--- src/rtl/waypoint_sequencer.sv ---
// Waypoint record/playback controller.
// Captures live X/Y duty on button presses (RECORD), steps through stored waypoints at a
// fixed rate (PLAY), sequences a full memory clear (CLEAR) and muxes live or played-back
// duty onto the PWM inputs. All outputs are registered.
// Optional build macro ONESHOT_PLAY_EN: playback stops on the last waypoint and a
// Play_Done output is added.
module waypoint_sequencer #(
  parameter int unsigned ADDR_W      = 8,
  parameter int unsigned DATA_W      = 6,
  parameter int unsigned STEP_CYCLES = 4096
) (
  input  logic              sysclk,
  input  logic              Reset_Sw,
  input  logic              Clear_Sw,
  input  logic              Record_Sw,
  input  logic              Play_Sw,
  input  logic              Bt_Up,
  input  logic              Bt_Down,
  input  logic              Bt_Left,
  input  logic              Bt_Right,
  input  logic [DATA_W-1:0] Duty_X,
  input  logic [DATA_W-1:0] Duty_Y,
  input  logic [DATA_W-1:0] Mem_Rd_X,
  input  logic [DATA_W-1:0] Mem_Rd_Y,
  output logic              Mem_We,
  output logic [ADDR_W-1:0] Mem_Waddr,
  output logic [DATA_W-1:0] Mem_Wd_X,
  output logic [DATA_W-1:0] Mem_Wd_Y,
  output logic [ADDR_W-1:0] Mem_Raddr,
  output logic [DATA_W-1:0] DC_X,
  output logic [DATA_W-1:0] DC_Y,
  output logic [ADDR_W:0]   Wp_Count,
  output logic              Full,
`ifdef ONESHOT_PLAY_EN
  output logic              Play_Done,
`endif
  output logic              Busy
);

  localparam logic [1:0] StIdle   = 2'd0;
  localparam logic [1:0] StClear  = 2'd1;
  localparam logic [1:0] StRecord = 2'd2;
  localparam logic [1:0] StPlay   = 2'd3;

  localparam int unsigned TimerW = (STEP_CYCLES > 1) ? $clog2(STEP_CYCLES) : 1;
  localparam logic [TimerW-1:0] TimerLast = TimerW'(STEP_CYCLES - 1);
  localparam logic [TimerW-1:0] TimerOne  = TimerW'(1);
  localparam logic [ADDR_W-1:0] AddrMax   = '1;
  localparam logic [ADDR_W-1:0] AddrOne   = ADDR_W'(1);
  localparam logic [ADDR_W:0]   CntOne    = (ADDR_W + 1)'(1);
  localparam logic [ADDR_W:0]   DepthCnt  = {1'b1, {ADDR_W{1'b0}}};

  logic [1:0]        state_q, state_d, mode;
  logic              any_bt, any_bt_q, press;
  logic [TimerW-1:0] timer_q, timer_d;
  logic              we_q, we_d;
  logic [ADDR_W-1:0] waddr_q, waddr_d, raddr_q, raddr_d;
  logic [DATA_W-1:0] wdx_q, wdx_d, wdy_q, wdy_d;
  logic [DATA_W-1:0] dcx_q, dcx_d, dcy_q, dcy_d;
  logic [ADDR_W:0]   cnt_q, cnt_d, cnt_last;
  logic              full_q, full_d, busy_q, busy_d;
`ifdef ONESHOT_PLAY_EN
  logic              done_q, done_d;
  logic [ADDR_W:0]   cnt_d_last;
`endif

  // Next-state, write strobe, playback address and duty mux
  always_comb begin
    any_bt   = Bt_Up | Bt_Down | Bt_Left | Bt_Right;
    press    = any_bt & ~any_bt_q;
    cnt_last = cnt_q - CntOne;
    if (Clear_Sw)       mode = StClear;
    else if (Record_Sw) mode = StRecord;
    else if (Play_Sw)   mode = StPlay;
    else                mode = StIdle;

    state_d = state_q;
    timer_d = timer_q;
    we_d    = 1'b0;
    waddr_d = waddr_q;
    wdx_d   = wdx_q;
    wdy_d   = wdy_q;
    raddr_d = raddr_q;
    dcx_d   = dcx_q;
    dcy_d   = dcy_q;
    cnt_d   = cnt_q;
    busy_d  = 1'b0;

    case (state_q)
      StClear: begin
        busy_d = 1'b1;
        we_d   = 1'b1;
        wdx_d  = '0;
        wdy_d  = '0;
        if (waddr_q == AddrMax) begin
          we_d    = 1'b0;
          busy_d  = 1'b0;
          cnt_d   = '0;
          state_d = StIdle;
        end else begin
          waddr_d = waddr_q + AddrOne;
        end
      end
      StRecord: begin
        dcx_d = Duty_X;
        dcy_d = Duty_Y;
        if (press && !full_q) begin
          we_d    = 1'b1;
          waddr_d = cnt_q[ADDR_W-1:0];
          wdx_d   = Duty_X;
          wdy_d   = Duty_Y;
          cnt_d   = cnt_q + CntOne;
        end
      end
      StPlay: begin
        if (cnt_q == '0) begin
          dcx_d = Duty_X;
          dcy_d = Duty_Y;
        end else begin
          dcx_d = Mem_Rd_X;
          dcy_d = Mem_Rd_Y;
        end
        if (timer_q == TimerLast) begin
          timer_d = '0;
          if (cnt_q == '0) begin
            raddr_d = '0;
          end else if ({1'b0, raddr_q} == cnt_last) begin
`ifdef ONESHOT_PLAY_EN
            raddr_d = raddr_q;
`else
            raddr_d = '0;
`endif
          end else begin
            raddr_d = raddr_q + AddrOne;
          end
        end else begin
          timer_d = timer_q + TimerOne;
        end
      end
      default: begin
        dcx_d = Duty_X;
        dcy_d = Duty_Y;
      end
    endcase

    // Mode switches are honoured everywhere except inside a running clear
    if (state_q != StClear) begin
      state_d = mode;
      if (mode == StClear) begin
        we_d    = 1'b1;
        waddr_d = '0;
        wdx_d   = '0;
        wdy_d   = '0;
        busy_d  = 1'b1;
      end else if (mode == StPlay && state_q != StPlay) begin
        raddr_d = '0;
        timer_d = '0;
      end
    end

    full_d = (cnt_d == DepthCnt);
`ifdef ONESHOT_PLAY_EN
    cnt_d_last = cnt_d - CntOne;
    done_d = (state_d == StPlay) && ((cnt_d == '0) || ({1'b0, raddr_d} == cnt_d_last));
`endif
  end

  // State and registered outputs, synchronous reset
  always_ff @(posedge sysclk) begin
    if (Reset_Sw) begin
      state_q  <= StIdle;
      any_bt_q <= 1'b0;
      timer_q  <= '0;
      we_q     <= 1'b0;
      waddr_q  <= '0;
      wdx_q    <= '0;
      wdy_q    <= '0;
      raddr_q  <= '0;
      dcx_q    <= '0;
      dcy_q    <= '0;
      cnt_q    <= '0;
      full_q   <= 1'b0;
      busy_q   <= 1'b0;
`ifdef ONESHOT_PLAY_EN
      done_q   <= 1'b0;
`endif
    end else begin
      state_q  <= state_d;
      any_bt_q <= any_bt;
      timer_q  <= timer_d;
      we_q     <= we_d;
      waddr_q  <= waddr_d;
      wdx_q    <= wdx_d;
      wdy_q    <= wdy_d;
      raddr_q  <= raddr_d;
      dcx_q    <= dcx_d;
      dcy_q    <= dcy_d;
      cnt_q    <= cnt_d;
      full_q   <= full_d;
      busy_q   <= busy_d;
`ifdef ONESHOT_PLAY_EN
      done_q   <= done_d;
`endif
    end
  end

  assign Mem_We    = we_q;
  assign Mem_Waddr = waddr_q;
  assign Mem_Wd_X  = wdx_q;
  assign Mem_Wd_Y  = wdy_q;
  assign Mem_Raddr = raddr_q;
  assign DC_X      = dcx_q;
  assign DC_Y      = dcy_q;
  assign Wp_Count  = cnt_q;
  assign Full      = full_q;
  assign Busy      = busy_q;
`ifdef ONESHOT_PLAY_EN
  assign Play_Done = done_q;
`endif

endmodule

--- config.mk ---
export PLATFORM = sky130hd
export DESIGN_NAME = waypoint_sequencer
export DESIGN_NICKNAME = d
export VERILOG_FILES = /design/src/rtl/waypoint_sequencer.sv
export SDC_FILE = /design/constraint.sdc
export NUM_CORES = 1
export LEC_CHECK = 0
export ABC_AREA = 1
export CORE_ASPECT_RATIO = 0.8
export CORE_MARGIN = 8
export CORE_UTILIZATION = 28
export CTS_BUF_LIST = sky130_fd_sc_hd__clkbuf_4 sky130_fd_sc_hd__clkbuf_8 sky130_fd_sc_hd__clkbuf_16
export DETAILED_ROUTE_END_ITERATION = 8
export MAX_ROUTING_LAYER = met4
export PLACE_DENSITY = 0.53
export RECOVER_POWER = 100
export REMOVE_ABC_BUFFERS = 1
export SETUP_SLACK_MARGIN = 0.3
export SYNTH_ARGS = -nofsm -noshare
export SYNTH_HDL_FRONTEND = slang
export SYNTH_SLANG_ARGS = --single-unit
--- constraint.sdc ---
create_clock -name sysclk -period 4.8 [get_ports sysclk]
set_clock_uncertainty 0.1 [all_clocks]
set_input_delay 0.96 -clock sysclk [delete_from_list [all_inputs] [get_ports sysclk]]
set_output_delay 0.96 -clock sysclk [all_outputs]
set_load 0.1 [all_outputs]
======== Word-level counts from Yosys, hierarchy flattened ========
Index checks and enable logic that the tools add are counted.
word-level totals
  register bits after elaboration ......... 67
  input bits .............................. 33
  output and inout port bits .............. 52
  word-level logic and storage cells ...... 87
operators by class
  $add $sub $neg .......................... 5
  eq/ne operators ......................... 11
  muxes and demuxes ....................... 46
  bitwise logic cells ..................... 5
  reductions and logical operators ........ 7
operators with widths
  kind                   count
  $mux 8                 11
  $mux 12                5
  $mux 6                 8
  $pmux 6 s2             4
  $mux 9                 2
  $pmux 9 s2             1
  $add 8x1->8 const B    2
  $pmux 8 s2             1
  $add 12x1->12 const B  1
  $eq 12x12->1 const B   1
  $mux 2                 6
  $add 9x1->9 const B    1
  $eq 8x9->1             1
  $eq 9x9->1 const B     1
  $logic_not 9->1        1
  $sub 9x1->9 const B    1
  $eq 8x8->1 const B     1
  $mux 1                 7
  $eq 2x2->1 const B     3
  $eq 2x1->1 const B     2
  $reduce_bool 2->1      2
  $or 1x1->1             3
  $logic_and 1x1->1      2
  $ne 2x1->1 const B     1
  6 further kinds        6

======== Logic depth before layout (Yosys ltp) ========
Gate-level depths: netlist of run 1.
  depth after elaboration ................. 9
  gate-level depth with buffers ........... 14
  gate-level depth less buffers ........... 14

======== Least setup slack after synthesis of run 1 ========
Ideal clock, no wire load.
  path kind ............................... register to register
  start ................................... reg cnt_q[0], in the netlist Wp_Count[0]
  end ..................................... reg raddr_q[3], in the netlist Mem_Raddr[3]
  library setup time ...................... 0.116 ns
  arrival time ............................ 2.444 ns
  data required time ...................... 4.584 ns
  path slack .............................. 2.140 ns
  stages on the path, launching flop included .. 12
  path buffers ............................ 0
  period minus slack after synthesis ...... 2.660 ns
  cells stage by stage .................... dfxtp_1 > inv_1 > ha_1 > xnor2_1 > nor2_1 > nand2_1 > nor2_1 > nand3_1 > nor2_1 > nand2_2 > nand3_1 > nand2_1
on the way
  cells in the longest elaborated chain, start to end .. 9
  elaborated cells between the ends (all ways) .. 10
  those cells by class .................... 1 x add/sub; 1 x eq/ne; 7 x mux; 1 x reduce/logical
ends and longest elaborated chain
  what                    RTL line  text
  start, declared         60        logic [ADDR_W:0] cnt_q, cnt_d, cnt_last;
  start signal, assigned  198       cnt_q <= cnt_d;
  $sub 9x1->9             71        cnt_last = cnt_q - CntOne;
  $eq 8x9->1              127       end else if ({1'b0, raddr_q} == cnt_last) begin
  $mux 8                  127
  $mux 8 (*)              125       if (cnt_q == '0) begin
  $mux 8 (*)              123       if (timer_q == TimerLast) begin
  $mux 8 (*)              89        case (state_q)
  $mux 8                  155       end else if (mode == StPlay && state_q != StPlay) begin
  $mux 8                  149       if (mode == StClear) begin
  $mux 8 (*)              147       if (state_q != StClear) begin
  end signal, assigned    195       raddr_q <= raddr_d;
  end, declared           57        logic [ADDR_W-1:0] waddr_q, waddr_d, raddr_q, raddr_d;
Every way passes the cells marked *; elsewhere a longest branch is shown, timed or not.
A chain may end at the register's enable or synchronous reset.

==> metrics.md, run 1 <==
| Metric | Value |
|---|---|
| Area leader, netlist | dfxtp_1 |
| Clock latency on the worst-skew pair | ~0.33 ns |
| Synth top cells by count | nand2_1, nor2_1, inv_1, dfxtp_1, nand3_1 |
| Syn Inst Count | 589 |
| Core Region | ~0.014 mm2 |
| Crit. End Element | register |
| Top_reg_cell synth | dfxtp_1 |
| Initial antenna violation count | 0 |
| Vias in the first global route | between 3000 and 4000 |
| Outcome | completed |
| Fin cells | approximately 850 |
| Largest net degree at the start of global routing | 31 |
| P_leak | between 2 and 2.5 nW |
| Peak VDD IR | between 0.2 and 0.25 mV |
| Netlist cell types | 35 |
| Port Buf Inserts | 84 |
| Final-report hold violation count | 0 |
| WS Path Type | input pin to register |
| Worst Max-Slew Pin Slew | 1.43 ns |
| Switching Power | approximately 570 uW |
| DRT Pass-1 Iters | 5 |
| Syn Std Cell Area | ~0.0040 mm2 |
| #FFs+latches synth | 67 |
| Sink Count | 67 |
| Site row count | 39 |
| CTS tree | built |
| Final Setup Violations | 0 |
| Top cell type's share of synthesized area | between 30% and 40% |
| Total Power | between 1.5 and 2 mW |
| GRT overflow | 0 |
| Max-cap violations | 0 |
| Internal power | slightly above 1 mW |
| Worst setup margin | around 1.2 ns |
| Async set-reset flop share out of synthesis | 0% |
| Seq pwr share | a little under two fifths |
| Routed wire length per instance | about 14 um |
| Sw Ratio | a little over a third |
| Slew Limit Fails | 0 |
| Nets | roughly 710 |
| Slew HR | 3.71% |
| Comb power frac | around a quarter |
| Clock Power Share | between 30% and 40% |
| Worst slack, placed | 1.63 ns |
| GPL Wtd Cong | 0.867 |
| Hold Crit Class | register to register |
| Post-DP HPWL | around 8900 um |
| Max Fanout on Critical Path | 15 |
| Crit path launch type | input pin |
| Inserted Clock Buffers | 9 |
| RSZ-0062 raised after global routing | false |
| Setup TNS | 0 ns |
| Full die area | approximately 0.018 mm2 |
| Antenna diode count | 0 |
| Synth top area cells | dfxtp_1, nand2_1, nor2_1 |
| Post-CTS Resized | 0 |
| CTS Hold Bufs | 0 |
| Critical Path RT | ~5 ns |
| Number of post-CTS setup repair buffers | 0 |
| Layout cells sized above 1 | about 5.5% |
| H-tree Lvls | 3 |
| Placed insts | ~840 |
| CTS root buf | clkbuf_16 |
| GR Util All Layers | a little over an eighth |
| Register area share after synthesis | 33.9% |
| Initial Utilization | ~28% |
| Most frequent cell after synthesis | nand2_1 |
| Period utilisation layout | ~74% |
| CP arrival | between 3 and 4 ns |
| Max Clk Rate | ~280 MHz |
| DRC Markers | 0 |
| Num ports | 85 |
| Mean post-synth cell area | around 6.7 um2 |
| DRT antenna net count | 0 |
| Global-route wire length before repair | roughly 19000 um |
| Die H | 122 um |
| CTS max path bufs | 2 |
| DIE WIDTH | approximately 150 um |
| Fin crit period | between 3 and 4 ns |
| Power Density | ~310 mW/mm2 |
| Initial DRC Count | roughly 240 |
| Ys Warns | 0 |
| Post-Route WL | between 10000 and 15000 um |
| EDFF count, synth | 0 |
| Clock transition at path regs | 0.05 ns |
| Area grow syn2layout | 30.7% |
| Via count | 4011 |
| Vias/cell | around 4.7 |
-- layout by cell type, fill, tap and decap left out, types with 10 or more instances in the layout --
| cell | Yosys | layout |
|---|---|---|
| nand2_1 | 143 | 143 |
| inv_1 | 69 | 71 |
| nor2_1 | 70 | 70 |
| dfxtp_1 | 67 | 67 |
| dlygate4sd3_1 | 0 | 54 |
| nand3_1 | 43 | 43 |
| a21oi_1 | 40 | 40 |
| clkdlybuf4s50_1 | 0 | 30 |
| o21ai_0 | 26 | 27 |
| a211oi_1 | 11 | 12 |
| mux2i_1 | 12 | 12 |
| o211ai_1 | 10 | 10 |
-- power by group through the flow --
stage               Combinational (mW)  Clock [mW]  Sequential (mW)
finish                           0.384       0.623            0.601
global route                     0.412       0.666            0.604
CTS                              0.398       0.638            0.602
detailed placement               0.396           0            0.613
global placement                 0.396           0            0.614
floorplan                        0.117           0            0.773
-- worst max-delay path, cell delays in order --
cell and delay (ns):
dlygate4sd3_1 0.53, clkbuf_1 0.32, inv_1 0.47, o21ai_0 0.62, nor2_4 0.41, inv_1 0.20, nor3b_1 0.19
-- logic make-up after synthesis --
kind of cell    count (synthesis)  share of synthesized area (%)
xor+xnor                       13                           2.88
flops                          67                           33.9
fa+ha+maj                       9                           2.85
simple gates                  292                           32.3
mux                            12                           3.04
buf+inv                        97                           10.5
compound gates                 99                           14.6
-- metrics by stage --
stage,area [um2],util (%),hold slack (ns)
after floorplan,3820,-,0.323
after global placement,4910,34.9,0.338
after CTS,5190,36.9,0.347
final,5170,36.8,0.344
after global routing,5170,36.8,0.366
after detailed placement,4910,34.9,0.338
-- registers in the layout (all words and copies together) (netlist names) --
name,cells
timer_q,12
Wp_Count,9
Mem_Raddr,8
Mem_Waddr,8
DC_X,6
DC_Y,6
Mem_Wd_X,6
Mem_Wd_Y,6
state_q,2
Busy,1
Full,1
Mem_We,1
any_bt_q,1
-- final timing paths --
check | start | slack (ns) | end | cells after the start
worst max-delay path | Reset_Sw | 1.23 | timer_q[0] | 7
worst min-delay path | timer_q[11] | 0.34 | timer_q[11] | 2
worst max register to register | state_q[1] | 1.54 | Mem_Raddr[5] | 10
worst min register to register | timer_q[11] | 0.34 | timer_q[11] | 2
-- metal layers --
| layer | global-route usage [%] | share of wire, % | vias to the layer above |
|---|---|---|---|
| li1 | - | - | 2064 |
| met1 | 17.0 | 49 | 1815 |
| met2 | 19.7 | 42 | 124 |
| met3 | 5.01 | 8.6 | 8 |
| met4 | 3.27 | 0.76 | 0 |
| met5 | - | 0 | - |
-- area by class of cell --
| cell class | instances | area [um2] |
|---|---|---|
| Inverter | 74 | 278 |
| Sequential cell | 67 | 1340 |
| Fill cell | 1484 | 8880 |
| Clock buffer | 10 | 239 |
| Tap cell | 184 | 230 |
| Timing Repair Buffer | 86 | 848 |
| Multi-Input combinational cell | 425 | 2190 |
| Clock inverter | 6 | 41.3 |
(Power assumes the default switching activity.)
==> run 2, diff against run 1 <==
==> constraint.sdc (replaced) <==
create_clock -name sysclk -period 3.55 [get_ports sysclk]
set_clock_uncertainty 0.1 [all_clocks]
set_input_delay 0.71 -clock sysclk [delete_from_list [all_inputs] [get_ports sysclk]]
set_output_delay 0.71 -clock sysclk [all_outputs]
set_load 0.1 [all_outputs]
==> run 2 against run 1 <==
  * Clock power increased by 47%
  * Utilization is 1.9 points lower
  * Wire length grew 3.8%
  * Die area stayed put
  * Critical path type is now register to register
  * Critical endpoint is now timer_q[9]
==> metrics.md, run 2 (same netlist as run 1, synthesis figures left out) <==
| Metric | Value |
|---|---|
| Nets | 705 (unchanged) |
| H-tree Lvls | 3 (unchanged) |
| Vias in the first global route | 4060 (was 3895) |
| Vias/cell | 4.77 (was 4.71) |
| Crit-path cells | inv_1 -> ha_1 -> inv_1 -> o211ai_1 -> o21ai_2 -> nor2_4 -> inv_1 -> nor3_1 (was dlygate4sd3_1 -> clkbuf_1 -> inv_1 -> o21ai_0 -> nor2_4 -> inv_1 -> nor3b_1) |
| Routed wire length per instance | 14.2 um (was 13.7 um) |
| GR Util All Layers | 14.2% (was 13.4%) |
| Slew HR | 16.9% (was 3.71%) |
| GRT overflow | 0 (unchanged) |
| Most common cell on crit path | inv_1 (unchanged) |
| Global-route wire length before repair | 20200 um (was 19200 um) |
| Slew Limit Fails | 0 (unchanged) |
| Crit path launch type | register (was input pin) |
| Final Setup Violations | 0 (unchanged) |
| DRC Markers | 0 (unchanged) |
| Clock transition at path regs | 0.05 ns (about the same) |
| Slowest stage cell, crit path | inv_1 (was o21ai_0) |
| Hold Path End | timer_q[11] (unchanged) |
| CP top delay family | buffers and inverters (unchanged) |
| CTS tree | built (unchanged) |
| Critical Path Start | state_q[1] (was Reset_Sw) |
| Initial DRC Count | 183 (was 239) |
| Layout cells sized above 1 | 5.25% (was 5.54%) |
| Largest net degree at the start of global routing | 31 (unchanged) |
| Clock latency on the worst-skew pair | 0.33 ns (about the same) |
| Antenna diode count | 0 (unchanged) |
| Post-DP HPWL | 9280 um (was 8940 um) |
| Max Fanout on Critical Path | 30 (was 15) |
| Power Density | 454 mW/mm2 (was 311 mW/mm2) |
| DIE WIDTH | 149 um (unchanged) |
| R2R Path End | timer_q[9] (was Mem_Raddr[5]) |
| Area grow syn2layout | 24.1% (was 30.7%) |
| Site row count | 39 (unchanged) |
| Period utilisation layout | a little over 80% |
| Core Region | 0.0141 mm2 (unchanged) |
| Via count | 4060 (was 4011) |
| Critical Path RT | 3.66 ns (was 4.95 ns) |
| Max-cap violations | 0 (unchanged) |
| Hold Crit Start | timer_q[11] (unchanged) |
| Initial Utilization | 28.2% (unchanged) |
| Sink Count | 67 (unchanged) |
| Inserted Clock Buffers | 9 (unchanged) |
| CTS max path bufs | 2 (unchanged) |
| CTS root buf | clkbuf_16 (unchanged) |
| Initial antenna violation count | 0 (unchanged) |
| P_leak | 2.15 nW (was 2.36 nW) |
| DRT antenna net count | 0 (unchanged) |
| Worst Max-Slew Pin Slew | 1.25 ns (was 1.43 ns) |
| RSZ-0062 raised after global routing | false (unchanged) |
| Register-to-register setup slack | 0.65 ns (was 1.54 ns) |
| DRT Pass-1 Iters | 5 (unchanged) |
| Fin crit period | ~2.9 ns |
| Full die area | 0.0182 mm2 (unchanged) |
| Num ports | 85 (unchanged) |
| Hold path depth | 2 (unchanged) |
| Finished Cell Area | 0.00491 mm2 (was 0.00517 mm2) |
| Post-Route WL | 12100 um (was 11700 um) |
| Hold Crit Class | register to register (unchanged) |
| Crit. End Element | register (unchanged) |
| CP arrival | 3.01 ns (was 3.72 ns) |
| Max Clk Rate | between 300 and 400 MHz |
| Hold Worst Slack | 0.357 ns (was 0.344 ns) |
| GPL Wtd Cong | 0.872 (was 0.867) |
| Most flop-heavy register | timer_q (unchanged) |
| Number of post-CTS setup repair buffers | 0 (unchanged) |
| Peak VDD IR | 0.275 mV (was 0.210 mV) |
| Die H | 122 um (unchanged) |
| Commonest non-fill, non-tap cell in the layout | nand2_1 (unchanged) |
| Setup TNS | 0 ns (unchanged) |
| # fillers | 1540 (was 1484) |
| Outcome | completed (unchanged) |
| Worst r2r src | state_q[1] (unchanged) |
| Final-report hold violation count | 0 (unchanged) |
| Placed inst area | 0.00479 mm2 (was 0.00491 mm2) |
| Number of flip-flops in the largest register | 12 (unchanged) |
| CTS Hold Bufs | 0 (unchanged) |
| Most frequent cells in the layout | nand2_1, inv_1, nor2_1 (unchanged) |
| WS Path Type | register to register (was input pin to register) |
| Bufs and invs on worst path | 3 (was 4) |
| Port Buf Inserts | 84 (unchanged) |
| CP peak stage delay | 0.67 ns (was 0.62 ns) |
| Post-CTS Resized | 0 (unchanged) |
| Cells on worst reg2reg path | 8 (was 10) |
==> run 2: cell count changes in the layout (fill, tap and decap cells not counted), moves of 2 or more <==
cell | previous run | this run
dlygate4sd3_1 | 54 | 9
clkbuf_1 | 2 | 46
clkinvlp_4 | 3 | 0
clkbuf_4 | 0 | 2
==> run 2: worst max-delay path by stage <==
stage / endpoint / slack, ns / cells after the start
6_report: timer_q[9] / 0.65 / 8
5_1_grt: timer_q[9] / 0.41 / 8
4_1_cts: DC_X[4] / 0.91 / 1
3_5_place_dp: Full / 0.72 / 11
3_3_place_gp: Mem_Raddr[5] / 0.79 / 10
2_1_floorplan: Mem_Raddr[2] / 0.89 / 11
==> run 2: power breakdown <==
| group | internal [mW] | switching, mW |
|---|---|---|
| Clock | 0.593 | 0.321 |
| Sequential | 0.787 | 0.0291 |
| Combinational | 0.108 | 0.392 |
| Total | 1.49 | 0.742 |
==> run 2: area by class of cell <==
type / instances / area, um2 / area share (%)
multi-input cells: 425 / 2190 / 44.6
flip-flops and latches: 67 / 1340 / 27.3
repair buffers: 86 / 571 / 11.6
inverters: 74 / 278 / 5.66
clock buffers: 13 / 268 / 5.45
well taps: 184 / 230 / 4.69
clock inverters: 2 / 35.0 / 0.713
==> run 2: stage by stage <==
step | power (mW) | setup WS, ns | utilization, % | instances
after CTS | 2.28 | 0.909 | 36.3 | 851
after global placement | 1.36 | 0.793 | 34.1 | 836
after detailed placement | 1.36 | 0.718 | 34.1 | 836
after floorplan | 1.20 | 0.889 | - | 566
after global routing | 2.33 | 0.406 | 34.9 | 851
final | 2.23 | 0.655 | 34.9 | 851
==> run 2: metal layers <==
metal	vias to the layer above	routed length [um]	GRT usage, %
met5	-	0	-
met1	1841	5940	18.2
met3	17	1140	5.60
met4	0	161	4.03
li1	2057	-	-
met2	145	4850	20.3
==> run 2: worst min-delay path, stage by stage (launching register included) <==
cell     delay [ns]
dfxtp_1        0.31
inv_1          0.05
a21oi_1        0.05
==> run 3, diff against run 2 <==
--- a/config.mk
+++ b/config.mk
@@ -12,7 +12,7 @@
 export CTS_BUF_LIST = sky130_fd_sc_hd__clkbuf_4 sky130_fd_sc_hd__clkbuf_8 sky130_fd_sc_hd__clkbuf_16
 export DETAILED_ROUTE_END_ITERATION = 8
 export MAX_ROUTING_LAYER = met4
-export PLACE_DENSITY = 0.53
+export PLACE_DENSITY = 0.55
 export RECOVER_POWER = 100
 export REMOVE_ABC_BUFFERS = 1
 export SETUP_SLACK_MARGIN = 0.3
==> constraint.sdc (replaced) <==
create_clock -name sysclk -period 2.4 [get_ports sysclk]
set_clock_uncertainty 0.1 [all_clocks]
set_input_delay 0.48 -clock sysclk [delete_from_list [all_inputs] [get_ports sysclk]]
set_output_delay 0.48 -clock sysclk [all_outputs]
set_load 0.1 [all_outputs]
==> run 3 against run 2 <==
  * First-iteration DRC count rose by 1.6%
  * Total power rose by 53%
  * Critical endpoint is now timer_q[5]
  * Via count rose by 0.86%
  * Combinational power rose by 54%
  * Highest routed layer unchanged
  * Flip-flop and latch count did not move
  * Critical path type is now input pin to register
  * Register-to-register slack got worse by 0.32 ns
==> metrics.md, run 3 (same netlist as run 1, synthesis figures left out) <==
| Metric | Value |
|---|---|
| Most frequent cells in the layout | nand2_1, nor2_1, inv_1 (was nand2_1, inv_1, nor2_1) |
| DRC Markers | 0 (unchanged) |
| Via count | 4095 (was 4060) |
| Sink Count | 67 (unchanged) |
| Antenna diode count | 0 (unchanged) |
| Core Region | 0.0141 mm2 (unchanged) |
| Area grow syn2layout | 28.8% (was 24.1%) |
| CP peak stage delay | 0.59 ns (was 0.67 ns) |
| Fin crit period | between 2 and 2.5 ns |
| Vias in the first global route | 3984 (was 4060) |
| CTS tree | built (unchanged) |
| Crit. End Element | register (unchanged) |
| CP top delay family | buffers and inverters (unchanged) |
| Bufs and invs on worst path | 2 (was 3) |
| Number of flip-flops in the largest register | 12 (unchanged) |
| P_leak | 2.35 nW (was 2.15 nW) |
| Initial Utilization | 28.2% (unchanged) |
| Die H | 122 um (unchanged) |
| CTS root buf | clkbuf_16 (unchanged) |
| Switching Power | 1.15 mW (was 742 uW) |
| Slowest stage cell, crit path | dlygate4sd3_1 (was inv_1) |
| RSZ-0062 raised after global routing | true (was false) |
| Critical Path RT | 2.55 ns (was 3.66 ns) |
| Crit path launch type | input pin (was register) |
| Full die area | 0.0182 mm2 (unchanged) |
| Register area | 0.00135 mm2 (was 0.00134 mm2) |
| H-tree Lvls | 3 (unchanged) |
| Nets | 716 (was 705) |
| Placed insts | 847 (was 836) |
| Period utilisation layout | approximately 90% |
| Num ports | 85 (unchanged) |
| # fillers | 1524 (was 1540) |
| Slew HR | 54.0% (was 16.9%) |
| WS Path Type | input pin to register (was register to register) |
| Layout cells sized above 1 | 15.3% (was 5.25%) |
| CP arrival | 2.31 ns (was 3.01 ns) |
| Post-DP HPWL | 9280 um (about the same) |
| Finished Cell Area | 0.00510 mm2 (was 0.00491 mm2) |
| Peak VDD IR | 0.437 mV (was 0.275 mV) |
| Power Density | 670 mW/mm2 (was 454 mW/mm2) |
| Worst Max-Slew Pin Slew | 0.690 ns (was 1.25 ns) |
| Sw Ratio | 33.8% (was 33.3%) |
| CTS max path bufs | 2 (unchanged) |
| Final-report hold violation count | 0 (unchanged) |
| Clock Power Share | 42.1% (was 41.0%) |
| Hold Worst Slack | 0.353 ns (was 0.357 ns) |
| Slew Limit Fails | 0 (unchanged) |
| Seq pwr share | 35.3% (was 36.6%) |
| Commonest non-fill, non-tap cell in the layout | nand2_1 (unchanged) |
| Initial DRC Count | 186 (was 183) |
| Internal power | 2.26 mW (was 1.49 mW) |
| Initial antenna violation count | 0 (unchanged) |
| Hold Crit Class | register to register (unchanged) |
| Vias/cell | 4.75 (was 4.77) |
| Global-route wire length before repair | 19500 um (was 20200 um) |
| Fin cells | 863 (was 851) |
| Max Fanout on Critical Path | 9 (was 30) |
| DRT Pass-1 Iters | 5 (unchanged) |
| Clock latency on the worst-skew pair | 0.33 ns (about the same) |
| Port Buf Inserts | 84 (unchanged) |
| Most flop-heavy register | timer_q (unchanged) |
| DRT antenna net count | 0 (unchanged) |
| Routed wire length per instance | 13.7 um (was 14.2 um) |
| Area occupied by multi-input gates | 0.00221 mm2 (was 0.00219 mm2) |
| Crit-path cells | dlygate4sd3_1 -> o211ai_1 -> o21ai_4 -> nor2_2 -> inv_1 -> nor3b_1 (was inv_1 -> ha_1 -> inv_1 -> o211ai_1 -> o21ai_2 -> nor2_4 -> inv_1 -> nor3_1) |
| Inserted Clock Buffers | 9 (unchanged) |
| Largest net degree at the start of global routing | 28 (was 31) |
| DIE WIDTH | 149 um (unchanged) |
| CTS Hold Bufs | 0 (unchanged) |
| GRT overflow | 0 (unchanged) |
| GR Util All Layers | 13.7% (was 14.2%) |
| GPL Wtd Cong | 0.850 (was 0.872) |
| Placed inst area | 0.00491 mm2 (was 0.00479 mm2) |
| Max Clk Rate | 463 MHz |
| Clock transition at path regs | 0.06 ns (was 0.05 ns) |
| Post-Route WL | 11800 um (was 12100 um) |
| Final Setup Violations | 0 (unchanged) |
| Comb power frac | 22.6% (was 22.4%) |
| Outcome | completed (unchanged) |
| Max-cap violations | 0 (unchanged) |
| Site row count | 39 (unchanged) |
==> run 3: changes by cell type in the layout (fill, tap and decap cells not counted), sizes merged <==
cell and change:
buf +10, dlygate4sd3 -7, clkbuf +4, clkinv +4, bufinv +1, clkinvlp +1
inv -1
==> run 3: stage by stage <==
stage               utilization, %  worst slack, ns  TNS (ns)  total power [mW]
detailed placement            34.9           0.0464         0              2.03
global placement              34.9            0.139         0              2.02
floorplan                        -           -0.261     -1.92              1.78
global route                  36.3            0.103         0              3.55
finish                        36.3            0.239         0              3.41
CTS                           37.3            0.292         0              3.49
==> run 3: path summary, 6_finish.rpt <==
path	startpoint	endpoint	slack, ns	cells after the start
max	Play_Sw	timer_q[5]	0.24	6
min	timer_q[11]	timer_q[11]	0.35	2
max reg2reg	state_q[0]	Mem_Wd_Y[3]	0.33	6
min reg2reg	timer_q[11]	timer_q[11]	0.35	2
==> run 3: timing repair <==
action                     in CTS  in global routing
setup endpoints to repair       9                 25
resized for setup               2                 12
setup buffers                   0                  0
==> run 3: power groups by stage <==
stage | sequential (mW) | combinational (mW) | clock, mW
2_1_floorplan | 1.55 | 0.234 | 0
3_3_place_gp | 1.23 | 0.796 | 0
3_5_place_dp | 1.23 | 0.798 | 0
4_1_cts | 1.21 | 0.802 | 1.48
5_1_grt | 1.21 | 0.828 | 1.51
6_report | 1.20 | 0.772 | 1.44
==> run 3: layout make-up <==
cell class              instances  area share [%]
clock buffers                   9            4.42
well taps                     184            4.52
inverters                      74            5.57
multi-input cells             425            43.3
clock inverters                 7            1.96
flip-flops and latches         67            26.4
repair buffers                 97            13.9
==> run 3: worst register-to-register path, cell delays in order, from the launching register on <==
cell      delay, ns
dfxtp_1        0.39
inv_1          0.07
ha_1           0.48
inv_4          0.14
nand2_1        0.17
nand2_1        0.30
a211oi_1       0.33
==> run 3: routing by layer <==
layer / vias up / part of all wire, % / global-route usage (%)
li1: 2087 / - / -
met1: 1854 / 47 / 17.1
met2: 144 / 42 / 20.3
met3: 10 / 9.6 / 4.90
met4: 0 / 0.98 / 3.96
met5: - / 0 / -
==> RTL edit 1: new RTL, flow settings as in run 3 <==
Add an input register stage for `Duty_X` and `Duty_Y`, without a reset; this delays them by one clock. The other inputs are not delayed to match.
--- a/src/rtl/waypoint_sequencer.sv
+++ b/src/rtl/waypoint_sequencer.sv
@@ -52,2 +52,10 @@
 
+  logic [DATA_W-1:0] Duty_X_q;
+  logic [DATA_W-1:0] Duty_Y_q;
+
+  always_ff @(posedge sysclk) begin
+    Duty_X_q <= Duty_X;
+    Duty_Y_q <= Duty_Y;
+  end
+
   logic [1:0]        state_q, state_d, mode;
@@ -104,4 +112,4 @@
       StRecord: begin
-        dcx_d = Duty_X;
-        dcy_d = Duty_Y;
+        dcx_d = Duty_X_q;
+        dcy_d = Duty_Y_q;
         if (press && !full_q) begin
@@ -109,4 +117,4 @@
           waddr_d = cnt_q[ADDR_W-1:0];
-          wdx_d   = Duty_X;
-          wdy_d   = Duty_Y;
+          wdx_d   = Duty_X_q;
+          wdy_d   = Duty_Y_q;
           cnt_d   = cnt_q + CntOne;
@@ -116,4 +124,4 @@
         if (cnt_q == '0) begin
-          dcx_d = Duty_X;
-          dcy_d = Duty_Y;
+          dcx_d = Duty_X_q;
+          dcy_d = Duty_Y_q;
         end else begin
@@ -140,4 +148,4 @@
       default: begin
-        dcx_d = Duty_X;
-        dcy_d = Duty_Y;
+        dcx_d = Duty_X_q;
+        dcy_d = Duty_Y_q;
       end
Formal check against the unedited RTL: not equivalent (Yosys sat finds a counterexample within 4 cycles, from zero or initial values and one cycle with Reset_Sw high).
==> RTL edit 1 against run 3 <==
  * Sequential cell count increased by 12
  * Wire length increased by 0.88%
  * Largest cell class unchanged
  * Area after synthesis increased by 2.6%
  * Sequential share of layout area increased by 3.8 points
  * Global-route usage decreased by 0.13 points
  * Power increased by 3.4%
  * Setup slack improved by 0.074 ns
  * Largest power group is now sequential cells
  * Final area increased by 2.7%
  * Hold slack got worse by 0.0020 ns
==> RTL edit 1: results (changes against run 3) <==
| Metric | Value |
|---|---|
| Outcome | `complete, no violations (unchanged)` |
| Mean Syn Cell Area | `7.06 sq um (was 6.72 sq um)` |
| Vias in the first global route | `3774 (was 3984)` |
| Avg WL per Cell | `13.9 um (was 13.7 um)` |
| Vias per Instance | `4.63 (was 4.75)` |
| Root Buffer | `clkbuf_16 (unchanged)` |
| Synth Area in Adders | `0.0277 (was 0.0285)` |
| Post-DP HPWL | `9020 um (was 9280 um)` |
| WL met2 | `5240 um (was 5000 um)` |
| ClkCell Share | `0.0590 (was 0.0638)` |
| TritonRoute pass-1 iters | `4 (was 5)` |
| Crit path arrival time | `1.51 ns (was 2.31 ns)` |
| Layout cells sized above 1 | `0.175 (was 0.153)` |
| Peak supply drop | `0.311 mV (was 0.437 mV)` |
| Buffers excl. clock | `103 (was 97)` |
| CTS resizes | `0 (was 2)` |
| Placed Cells | `838 (was 847)` |
| First-pass GRT wire length | `19200 um (was 19500 um)` |
| Post-synthesis mux area share | `0 (was 0.0304)` |
| Area after DPL | `0.00503 sq mm (was 0.00491 sq mm)` |
| Leakage | `2.38 nW (was 2.35 nW)` |
| Multi-input logic area | `0.00209 sq mm (was 0.00221 sq mm)` |
| CP max FO | `12 (was 9)` |
| M1 GR Usage | `0.166 (was 0.171)` |
| GR Util met2 | `0.204 (was 0.203)` |
| Pwr Total | `0.00353 W (was 0.00341 W)` |
| WL final | `11900 um (was 11800 um)` |
| Multi-input comb cells | `403 (was 425)` |
| Sequential area share after synthesis | `0.390 (was 0.339)` |
| Core ar. | `0.0142 sq mm (was 0.0141 sq mm)` |
| Data buffer area share | `0.141 (was 0.139)` |
| Nonclk inv count | `73 (was 74)` |
| DP Worst Slack | `0.0213 ns (was 0.0464 ns)` |
| Fill count | `1529 (was 1524)` |
| WL met1 | `5640 um (was 5580 um)` |
| GRT Util Overall | `0.135 (was 0.137)` |
| CP peak stage delay | `0.62 ns (was 0.59 ns)` |
| Crit-path leading delay family | `flip-flops (was buffers and inverters)` |
| Switching Share | `0.320 (was 0.338)` |
| Slowest cell on the critical path | `dfxtp_1 (was dlygate4sd3_1)` |
| Met3 WL post-DR | `886 um (was 1140 um)` |
| CTS H-tree depth | `3 (unchanged)` |
| DR iter-0 viols | `220 (was 186)` |
| Top Layer Used | `met4 (unchanged)` |
| Largest net degree at the start of global routing | `25 (was 28)` |
| Reg power frac | `0.399 (was 0.353)` |
| RD Place Congestion | `0.870 (was 0.850)` |
| Sequential cell area share | `0.302 (was 0.264)` |
| Yosys reg bits | `79 (was 67)` |
| Clock network fraction of total power | `0.400 (was 0.421)` |
| Slew @ Worst Pin | `0.668 ns (was 0.690 ns)` |
| Met3 GRT Util | `0.0472 (was 0.0490)` |
| XOR/XNOR Fraction of Synth Area | `0.0388 (was 0.0288)` |
| Post-synth top cells | `nand2_1, dfxtp_1, inv_1 (was nand2_1, nor2_1, inv_1)` |
| Diode count | `0 (unchanged)` |
| Dominant cells by area after synthesis | `dfxtp_1, nand2_1, inv_1 (was dfxtp_1, nand2_1, nor2_1)` |
[RTL edit 1: cell count changes in the layout (fill, tap and decap cells not counted), moves of 6 or more]
cell / delta
dfxtp_1: +13
o21ai_0: +13
a211oi_1: -9
clkdlybuf4s50_1: -11
o211ai_1: +8
nor2_1: -33
o21ai_1: +8
xor2_1: +8
mux2i_1: -12
nand3_1: -13
buf_4: +6
nor2_2: +6
dlygate4sd3_1: +11
[RTL edit 1: final timing paths]
check	start	to	slack (ns)	depth (start not counted)
setup reg to reg	Mem_Waddr[0]$_SDFF_PP0_	Full$_SDFF_PP0_	0.38	13
hold / removal	timer_q[11]$_SDFF_PP0_	timer_q[11]$_SDFF_PP0_	0.35	2
setup / recovery	Wp_Count[3]$_SDFF_PP0_	Wp_Count[3]	0.31	1
hold reg to reg	timer_q[11]$_SDFF_PP0_	timer_q[11]$_SDFF_PP0_	0.35	2
==> RTL edit 2: new RTL, flow settings as in run 3 <==
Without the edit above. The parameter `STEP_CYCLES` goes from 4096 to 2048.
--- a/src/rtl/waypoint_sequencer.sv
+++ b/src/rtl/waypoint_sequencer.sv
@@ -9,3 +9,3 @@
   parameter int unsigned DATA_W      = 6,
-  parameter int unsigned STEP_CYCLES = 4096
+  parameter int unsigned STEP_CYCLES = 2048
 ) (
Check against the original RTL: same outputs for any inputs over 10 cycles, from zero or initial values and one cycle with Reset_Sw high; that may be too few to reach the edited logic, so the function may still have changed.
==> RTL edit 2 against run 3 <==
  * Final area fell by 4.2%
  * Combinational power shrank 13%
  * Power is 2.9% lower
  * First-iteration DRC count is 60% higher
  * Sequential cell count down 1
  * Hold slack improved by 0.0058 ns
  * Synthesized cell count down 5.6%
  * Setup slack improved by 0.10 ns
  * Fmax is 4.9% higher
  * Area after synthesis fell by 6.2%
  * Count of clock-buffer cells in the layout up 1
  * Wire length shrank 3.1%
  * Critical path type is now flop to flop
  * Critical endpoint is now Mem_Wd_X[3]$_SDFF_PP0_
  * Largest cell class unchanged
==> RTL edit 2: results (changes against run 3) <==
| Metric | Value |
|---|---|
| Outcome | `complete, no violations (unchanged)` |
| Post-DP HPWL | `8640 um (was 9280 um)` |
| CP max FO | `12 (was 9)` |
| First-pass GRT wire length | `18600 um (was 19500 um)` |
| Slew Limit Headroom | `0.519 (was 0.540)` |
| RD Place Congestion | `0.878 (was 0.850)` |
| Peak supply drop | `0.353 mV (was 0.437 mV)` |
| Sequential area share after synthesis | `0.356 (was 0.339)` |
| Post-synth top cells | `nand2_1, inv_1, dfxtp_1 (was nand2_1, nor2_1, inv_1)` |
| Dominant cells by area after synthesis | `dfxtp_1, nand2_1, inv_1 (was dfxtp_1, nand2_1, nor2_1)` |
| GRT Util Overall | `0.138 (was 0.137)` |
| Crit-path leading delay family | `adder cells (was buffers and inverters)` |
| Non-Filler Instances | `832 (was 863)` |
| Area after DPL | `0.00468 sq mm (was 0.00491 sq mm)` |
| TritonRoute pass-1 iters | `4 (was 5)` |
| Layout cells sized above 1 | `0.163 (was 0.153)` |
| Leakage | `2.16 nW (was 2.35 nW)` |
| Crit path arrival time | `2.21 ns (was 2.31 ns)` |
| Switching Share | `0.322 (was 0.338)` |
| Total vias in the final route | `3860 (was 4095)` |
| Post-synth cell types | `32 (was 35)` |
| Placed Cells | `813 (was 847)` |
| Mean Syn Cell Area | `6.68 sq um (was 6.72 sq um)` |
| Vias in the first global route | `3690 (was 3984)` |
| DR iter-0 viols | `297 (was 186)` |
| Layout net count | `694 (was 716)` |
RTL edit 2: what timing repair did:
action	in CTS	in global routing
setup buffers	0	3
resized for setup	1	5
hold buffers	0	0
cloned	0	0
setup endpoints to repair	12	23
pin swaps	0	1
RTL edit 2: worst paths after layout:
path,start,to,slack [ns],depth (start not counted)
worst max-delay path,state_q[0]$_SDFFE_PP0P_,Mem_Wd_X[3]$_SDFF_PP0_,0.34,6
worst max register to register,state_q[0]$_SDFFE_PP0P_,Mem_Wd_X[3]$_SDFF_PP0_,0.34,6
worst min register to register,Mem_Wd_X[1]$_SDFF_PP0_,Mem_Wd_X[1]$_SDFF_PP0_,0.36,2
worst min-delay path,Mem_Wd_X[1]$_SDFF_PP0_,Mem_Wd_X[1]$_SDFF_PP0_,0.36,2
RTL edit 2: stage by stage:
step / hold slack [ns] / setup WS, ns / total power [W]
6_report: 0.359 / 0.341 / 0.00332
5_1_grt: 0.387 / 0.173 / 0.00345
4_1_cts: 0.363 / 0.320 / 0.00337
3_5_place_dp: 0.351 / 0.152 / 0.00189
3_3_place_gp: 0.345 / 0.152 / 0.00189
2_1_floorplan: 0.361 / -0.211 / 0.00167
RTL edit 2: logic make-up (layout without fill, tap and decap cells):
logic type / after synthesis / after routing / share of synthesized area
simple gates: 255 / 255 / 0.297
buf+inv: 94 / 195 / 0.102
flops: 66 / 66 / 0.356
xor+xnor: 17 / 17 / 0.0401
compound gates: 115 / 115 / 0.175
fa+ha+maj: 9 / 9 / 0.0303
RTL edit 2: final cells by class:
cell class                      count  area (sq um)
Clock buffer                       10           239
Multi-Input combinational cell    396          2010
Sequential cell                    66          1320
Tap cell                          175           219
Fill cell                        1377          8030
Inverter                           76           287
Clock inverter                      6          90.1
Timing Repair Buffer              103           718
RTL edit 2: power groups by stage:
stage,clock (W),sequential (W),combinational (W)
global placement,0,0.00120,0.000688
detailed placement,0,0.00120,0.000693
CTS,0.00150,0.00118,0.000696
global route,0.00155,0.00118,0.000719
finish,0.00147,0.00118,0.000672
floorplan,0,0.00148,0.000191
RTL edit 2: worst min-delay path, delay by kind of cell (launching register included):
kind / cells / cell delay, ns
buffers and inverters: 1 / 0.04
flip-flops: 1 / 0.31
AO/OA/AOI/OAI: 1 / 0.06
RTL edit 2: layer usage:
layer / vias to the layer above / routed length (um) / track usage
met5: - / 0 / -
met3: 11 / 852 / 0.0495
met1: 1748 / 5740 / 0.183
met4: 0 / 136 / 0.0376
met2: 106 / 4740 / 0.193
li1: 1995 / - / -
